### src/rtl/fetch_sequencer.sv
// fetch_sequencer: owns the program counter, issues word fetches over a
// req/ready handshake and feeds decode through a two-entry output buffer
// (entry 0 is the output register, entry 1 is the skid entry). Taken
// branches/jumps flush the buffer and squash any wrong-path fetch, including
// one still outstanding at the memory.
module fetch_sequencer #(
  parameter logic [31:0] RESET_ADDR = 32'h0000_0000
) (
  input  logic        clock,
  input  logic        reset_n,
  input  logic        stall,
  input  logic        redirect_valid,
  input  logic [31:0] redirect_target,
  output logic        imem_req,
  output logic [31:0] imem_addr,
  input  logic        imem_ready,
  input  logic [31:0] imem_rdata,
  output logic        inst_valid,
  output logic [31:0] inst,
  output logic [31:0] inst_pc,
  output logic [31:0] pc
);

  typedef enum logic [1:0] {
    RST_WAIT = 2'd0,
    RUN      = 2'd1,
    DRAIN    = 2'd2
  } state_t;

  state_t      state_q, state_d;
  logic [31:0] pc_q, pc_d;
  logic [31:0] tgt_q, tgt_d;
  logic [1:0]  occ_q, occ_d, occ_c;
  logic [31:0] b0_inst_q, b0_inst_d, b0_pc_q, b0_pc_d;
  logic [31:0] b1_inst_q, b1_inst_d, b1_pc_q, b1_pc_d;

  logic        consume;
  logic        fetch_done;
  logic [31:0] redir_addr;

  // All outputs come straight from state registers; no input reaches them
  // combinationally. While draining, pc_q still holds the outstanding
  // address, so imem_addr and pc both show it until the old beat returns.
  assign pc         = pc_q;
  assign imem_addr  = pc_q;
  assign inst       = b0_inst_q;
  assign inst_pc    = b0_pc_q;
  assign inst_valid = (occ_q != 2'd0);
  assign imem_req   = (state_q == DRAIN) || ((state_q == RUN) && (occ_q != 2'd2));

  assign consume    = inst_valid && !stall;
  assign fetch_done = imem_req && imem_ready;
  assign redir_addr = redirect_target & 32'hFFFF_FFFC;

  // Next-state: sequencer state, pc/held target, and buffer occupancy/data.
  always_comb begin
    state_d   = state_q;
    pc_d      = pc_q;
    tgt_d     = tgt_q;
    occ_d     = occ_q;
    occ_c     = occ_q;
    b0_inst_d = b0_inst_q;
    b0_pc_d   = b0_pc_q;
    b1_inst_d = b1_inst_q;
    b1_pc_d   = b1_pc_q;

    case (state_q)
      RST_WAIT: begin
        state_d = RUN;
        if (redirect_valid) pc_d = redir_addr;
      end

      RUN: begin
        if (redirect_valid) begin
          occ_d = '0;
          if (imem_req && !imem_ready) begin
            // Request cannot be aborted: park the target until it completes.
            state_d = DRAIN;
            tgt_d   = redir_addr;
          end else begin
            pc_d = redir_addr;
          end
        end else begin
          // Consume first, then the returning word lands in the first free slot.
          occ_c = occ_q - {1'b0, consume};
          if (consume && (occ_q == 2'd2)) begin
            b0_inst_d = b1_inst_q;
            b0_pc_d   = b1_pc_q;
          end
          if (fetch_done) begin
            if (occ_c == 2'd0) begin
              b0_inst_d = imem_rdata;
              b0_pc_d   = pc_q;
            end else begin
              b1_inst_d = imem_rdata;
              b1_pc_d   = pc_q;
            end
            pc_d = pc_q + 32'd4;
          end
          occ_d = occ_c + {1'b0, fetch_done};
        end
      end

      DRAIN: begin
        occ_d = '0;
        if (redirect_valid) tgt_d = redir_addr;
        if (imem_ready) begin
          state_d = RUN;
          pc_d    = redirect_valid ? redir_addr : tgt_q;
        end
      end

      default: state_d = RST_WAIT;
    endcase
  end

  // State registers with asynchronous active-low reset.
  always_ff @(posedge clock or negedge reset_n) begin
    if (!reset_n) begin
      state_q   <= RST_WAIT;
      pc_q      <= RESET_ADDR;
      tgt_q     <= '0;
      occ_q     <= '0;
      b0_inst_q <= '0;
      b0_pc_q   <= '0;
      b1_inst_q <= '0;
      b1_pc_q   <= '0;
    end else begin
      state_q   <= state_d;
      pc_q      <= pc_d;
      tgt_q     <= tgt_d;
      occ_q     <= occ_d;
      b0_inst_q <= b0_inst_d;
      b0_pc_q   <= b0_pc_d;
      b1_inst_q <= b1_inst_d;
      b1_pc_q   <= b1_pc_d;
    end
  end

endmodule

### config.mk
export PLATFORM = sky130hd
export DESIGN_NAME = fetch_sequencer
export DESIGN_NICKNAME = d
export VERILOG_FILES = /design/src/rtl/fetch_sequencer.sv
export SDC_FILE = /design/constraint.sdc
export NUM_CORES = 1
export LEC_CHECK = 0
export ABC_AREA = 1
export CAP_MARGIN = 20
export CORE_MARGIN = 2
export CORE_UTILIZATION = 57
export CTS_CLUSTER_SIZE = 30
export DETAILED_ROUTE_END_ITERATION = 7
export GPL_TIMING_DRIVEN = 0
export PLACE_DENSITY = 0.95
export SYNTH_ARGS = -nofsm -noshare
export SYNTH_HDL_FRONTEND = slang
export SYNTH_SLANG_ARGS = --single-unit
### constraint.sdc
create_clock -name clock -period 4.75 [get_ports clock]
set_input_delay 0.95 -clock clock [delete_from_list [all_inputs] [get_ports clock]]
set_output_delay 0.95 -clock clock [all_outputs]
set_load 0.03 [all_outputs]
## Yosys cells after proc, flatten, opt, wreduce, memory -nomap -nowiden

Index checks and enable logic that the tools add are counted.

| word-level totals | value |
|---|---|
| flip-flop bits (word level) | 196 |
| bits in latches | 0 |
| bits in writable memories | 0 |
| ROM bits | 0 |
| input port bits | 69 |
| output and inout port bits | 130 |
| memories kept | 0 |

| cells by class | value |
|---|---|
| add/subtract/negate cells | 3 |
| multipliers | 0 |
| div/mod/pow operators | 0 |
| order comparisons | 0 |
| equal/unequal tests | 10 |
| shifts and indexed selects | 0 |
| multiplexer cells | 22 |
| bitwise operators | 2 |
| reductions and logical operators | 18 |

Operators by type and width:

| kind | count |
|---|---|
| $mux 32 | 14 |
| $pmux 32 s3 | 1 |
| $pmux 32 s2 | 1 |
| $add 32x3->32 const B | 1 |
| $mux 2 | 4 |
| $ne 2x2->1 const B | 4 |
| $ne 3x3->1 const B | 2 |
| $pmux 2 s3 | 1 |
| $reduce_and 3->1 | 2 |
| $logic_and 1x1->1 | 5 |
| $reduce_and 5->1 | 1 |
| $eq 2x2->1 const B | 2 |
| $logic_not 2->1 | 2 |
| $pmux 2 s2 | 1 |
| $reduce_and 4->1 | 1 |
| $reduce_bool 2->1 | 2 |
| $reduce_bool 3->1 | 1 |
| $add 2x1->2 | 1 |
| $eq 2x1->1 const B | 1 |
| $logic_not 1->1 | 2 |
| $ne 2x1->1 const B | 1 |
| $not 1->1 | 2 |
| $reduce_and 2->1 | 1 |
| $sub 2x1->2 | 1 |
| $logic_or 1x1->1 | 1 |

## Longest topological paths before layout

| depth | value |
|---|---|
| depth in word-level cells | 7 |
| depth in mapped cells | 14 |

## Worst setup path after synthesis

Ideal clock, no wire load.

| path | value |
|---|---|
| path kind | input-to-reg |
| start | input port stall |
| end | register b1_pc_q[11] |
| data arrival time | 2.228 ns |
| setup slack | 2.399 ns |
| stages on the path | 9 |
| buffers on the path | 2 |
| cells stage by stage | a21oi_1 ha_1 xnor2_1 nand2_2 nand2_2 nor2_4 buf_6 buf_2 a21oi_1 |

| on the way | value |
|---|---|
| longest elaborated chain between the ends | 6 |

RTL lines:

| item | line | text |
|---|---|---|
| from (decl) | 11 | `input logic stall,` |
| $logic_not 1->1 | 51 | `assign consume = inst_valid && !stall;` |
| $logic_and 1x1->1 | 51 |  |
| $sub 2x1->2 | 85 | `occ_c = occ_q - {1'b0, consume};` |
| $logic_not 2->1 | 91 | `if (occ_c == 2'd0) begin` |
| $not 1->1 (no source line) | -- |  |
| $reduce_and 4->1 (no source line) | -- |  |
| to (signal assigned) | 136 | `b1_pc_q <= b1_pc_d;` |
| to (decl) | 35 | `logic [31:0] b1_inst_q, b1_inst_d, b1_pc_q, b1_pc_d;` |

No other way between the ends.
A chain may end at the register's enable or synchronous reset.

## Worst setup path in the final report

| path | value |
|---|---|
| start | register state_q[0] |
| end | output port imem_req |

| on the way | value |
|---|---|
| longest elaborated chain between the ends | 3 |

RTL lines:

| item | line | text |
|---|---|---|
| from (decl) | 30 | `state_t state_q, state_d;` |
| from (signal assigned) | 129 | `state_q <= state_d;` |
| $eq 2x1->1 | 49 | `assign imem_req = (state_q == DRAIN) \|\| ((state_q == RUN) && (occ_q != 2'd2));` |
| $logic_and 1x1->1 | 49 |  |
| $logic_or 1x1->1 (*) | 49 |  |
| to (decl) | 14 | `output logic imem_req,` |

Mark *: on every way between the ends. The rest lies on a longest branch, timed or not.

==> impl_metrics.csv <==
group,metric,value,unit
run_status,status,"completed",
sta,timing.clock.skew,0.0123,ns
sta,setup_ws,1.42,ns
routing,via_density_per_instance,6.08,
sta,unrepaired_setup_endpoints_after_global_routing,"false",
global_route,first_global_vias,11100,
power,report.power.total,0.0108,W
synthesis,synth_top_flop_cell,"dfrtp_1",
final_layout,multi_input_comb_area,4660,sq um
place,dp.final_hpwl,24800,um
routing,routed_wire_length_per_instance,19.2,um
clock_network,cts_root_buffer,"clkbuf_16",
routing,routed_wl,35500,um
final_layout,finish.cell_count_without_fillers,1847,
routing,detailroute.via_count,11200,
place,place_congestion,0.969,
worst_hold_path,hold_path_class,"input pin to asynchronous set/reset pin",
power,power.density,805,nW/um^2
place,port_buffers,195,
setup_path,crit_arrival,2.38,ns
power,p_switching,0.00539,W
clock_network,clk_latency_worst_skew_pair,0.46,ns
floorplan,floorplan.core_area,18000,sq um
power,total_leakage_power,6.22,nW
clock_network,clock_tree_from_tritoncts,"done",
routing,number_of_drc_markers_after_the_initial_detailed_route_iteration,1267,
floorplan,rows,49,
sta,final_max_slew_viol_count,0,
synthesis,yosys_register_bits,196,
setup_path,cp.required,3.80,ns
setup_path,critPathCaptureType,"output pin",
floorplan,chipHeight,140,um
clock_network,cts.clk_slew.worst_paths,0.08,ns
clock_network,postCtsSetupBuffers,0,
routing,drt_drc_violations_left,0,
setup_path,worst_setup_path_class,"flip-flop to output pin",
final_layout,fillerInstances,1356,
global_route,maximum_number_of_pins_on_one_net_before_global_route_repair,128,
synthesis,async_reset_ff_share,100,%
synthesis,syn_nets,1467,
floorplan,die_w,140,um
place,dp_slack,1.52,ns
final_layout,final_net_count,1682,
power,share_of_power_burned_in_the_clock_network,13.9,%
global_route,track_usage,36.4,%
global_route,global_route_hottest_layer,"met2",
place,place.detailed.instances,1815,
setup_path,timing.critical_path.max_delay_family,"buffers and inverters",
clock_network,ctsResizeCount,0,
global_route,grt.met2_usage,57.4,%
synthesis,synth_edf_count,0,
clock_network,buffers_from_clock_root_to_sink_at_most,2,
global_route,groute.layer.met1.usage,47.4,%
floorplan,top_level_ports,199,
floorplan,fp.dieArea,19600,sq um
sta,hold_violations,0,
setup_path,crit_path_top_delay_cell,"clkdlybuf4s50_1",
power,pwr-share-comb,55.8,%
routing,final_antenna_net_count,0,
routing,pre_antenna_drt_iters,7,
final_layout,postLayoutCoreUtil,74.4,%
synthesis,ys_seq_area_share,46.6,%
sta,finalWorstPathRequiredPeriod,3.33,ns
final_layout,insertedDiodeCount,0,
setup_path,reg2regPathDepth,13,
setup_path,slowest_delay,0.67,ns
final_layout,ff_latch_area,4900,sq um
clock_network,h-tree-depth,4,
setup_path,crit_fanout,6,
final_layout,syn2layout_area_growth,27.4,%
power,power_frac_seq,30.3,%
setup_path,sum_of_buffers_and_inverters_on_the_critical_path,4,
global_route,grt_antenna_before_repair,0,
setup_path,timing.critical_path.depth,7,
clock_network,numCtsBuffers,17,
final_layout,post_route_cells_drive_above_1_share,8.10,%
sta,tightestPinTransition,0.659,ns
sta,timing.fmax,0.300,GHz
sta,post-route-period-util,70.2,%
global_route,grt_use_met3,8.51,%
setup_path,start_kind,"flip-flop",
clock_network,clk_sinks,196,
sta,final-setup-viol-count,0,
synthesis,netlist_area,10500,sq um
power,p_sw_share,49.9,%
synthesis,yosysWarnings,0,
global_route,overflow,0,
global_route,grt_pass1_wl,57200,um
power,power.ir.vdd_worst,0.421,mV
synthesis,synth_cell_types,36,
setup_path,critical_path.cell_chain,"inv_1 > ha_1 > inv_2 > nand2_1 > nand2_1 > inv_2 > clkdlybuf4s50_1",
synthesis,synthCells,1390,
synthesis,synthesis.area_per_instance,7.58,sq um
floorplan,start_util,58.4,%
power,power.internal,0.00541,W
clock_network,hold_buffers,0,
sta,slew_headroom,56.1,%
run,max-cap-violations,0,
## flip-flops by register name, indices dropped and copies added, names as in the netlist
name / cells
inst: 32
tgt_q: 32
inst_pc: 32
state_q: 2
imem_addr: 32
b1_pc_q: 32
occ_q: 2
b1_inst_q: 32
## synth_stat cells, types with 2 or more instances
master,number,area [sq um]
nand2_2,3,18.8
mux2_2,6,67.6
nor3_1,2,10.0
nand2_1,380,1430
inv_2,6,22.5
xor2_1,4,35.0
buf_4,36,270
buf_1,16,60.1
nor2_4,3,33.8
o21ai_0,113,566
inv_1,73,274
dfrtp_1,196,4900
nand3_1,36,180
xnor2_1,2,17.5
a21boi_0,3,22.5
nor2_1,80,300
ha_1,8,100
o2111ai_1,2,17.5
o211ai_1,4,30.0
o22ai_1,68,425
a21oi_1,263,1320
buf_2,37,185
clkbuf_1,36,135
## power groups by stage
stage	combinational (W)	clock, W	sequential, W
floorplan	0.00299	0	0.00380
global placement	0.00571	0	0.00321
detailed placement	0.00587	0	0.00324
CTS	0.00593	0.00150	0.00323
global route	0.00649	0.00156	0.00335
finish	0.00602	0.00150	0.00327
## worst register-to-register path: stages (launching register included)
cell and delay [ns]:
dfrtp_1 0.42, inv_1 0.11, ha_1 0.25, inv_2 0.11, nand2_1 0.15, nand2_1 0.12
inv_2 0.09, nand2_4 0.14, o21ai_2 0.13, nand4_2 0.37, buf_2 0.36, a21oi_1 0.17
nand2_1 0.10, nand2_1 0.07
## final timing paths
| kind | start | end | slack (ns) |
|---|---|---|---|
| max | state_q[0] | imem_req | 1.42 |
| min | reset_n | state_q[1] | 0.44 |
| max reg2reg | state_q[0] | imem_addr[12] | 2.08 |
| min reg2reg | tgt_q[22] | tgt_q[22] | 0.49 |
| max in group asynchronous | reset_n | b1_pc_q[26] | 3.26 |
| min in group clock | tgt_q[22] | tgt_q[22] | 0.49 |
## final cells by class
| type | instances | share of cell area (%) |
|---|---|---|
| clock buffers | 18 | 3.27 |
| plain buffers | 127 | 4.97 |
| well taps | 229 | 2.14 |
| flip-flops and latches | 196 | 36.6 |
| multi-input cells | 988 | 34.8 |
| clock inverters | 14 | 1.31 |
| repair buffers | 196 | 14.8 |
| inverters | 79 | 2.21 |
## metal layers
layer	vias to the layer above	routed length (um)
met4	0	1720
met5	-	0
met1	5259	13300
met3	153	4170
li1	5050	-
met2	764	16400
## kinds of logic after synthesis
kind of cell | after synthesis | synth area share (%)
AND/OR/NAND/NOR | 510 | 19.2
AO/OA/AOI/OAI | 458 | 23.0
buffers and inverters | 206 | 9.15
flip-flops | 196 | 46.6
adder cells (fa/ha/maj) | 8 | 0.950
XOR/XNOR | 6 | 0.499
multiplexers | 6 | 0.641
## placed cells by master (no fill, tap or decap), drive strengths merged
cell / Yosys / final
clkdlybuf4s50: 0 / 194
o22ai: 68 / 68
nor3b: 1 / 1
a211oi: 1 / 1
nor3: 2 / 2
clkinv: 0 / 5
xor2: 4 / 4
o2111ai: 2 / 2
inv: 79 / 88
nand4: 2 / 2
and3: 1 / 1
a31oi: 1 / 1
nor2: 83 / 83
buf: 90 / 92
o311ai: 1 / 1
ha: 8 / 8
dfrtp: 196 / 196
o21ai: 115 / 115
a21oi: 263 / 263
and2: 1 / 1
nand2: 384 / 384
o211ai: 4 / 4
clkbuf: 37 / 55
nand3: 36 / 36
mux2: 6 / 6
a21boi: 3 / 3
xnor2: 2 / 2
## stage by stage
stage	hold WS (ns)	TNS (ns)	instance area, sq um
after floorplan	0.449	0	10500
after global placement	0.466	-1044.12	12800
after detailed placement	0.474	0	12800
after CTS	0.481	0	13400
after global routing	0.497	0	13400
final	0.439	0	13400
Power figures use the tool's default switching activity.
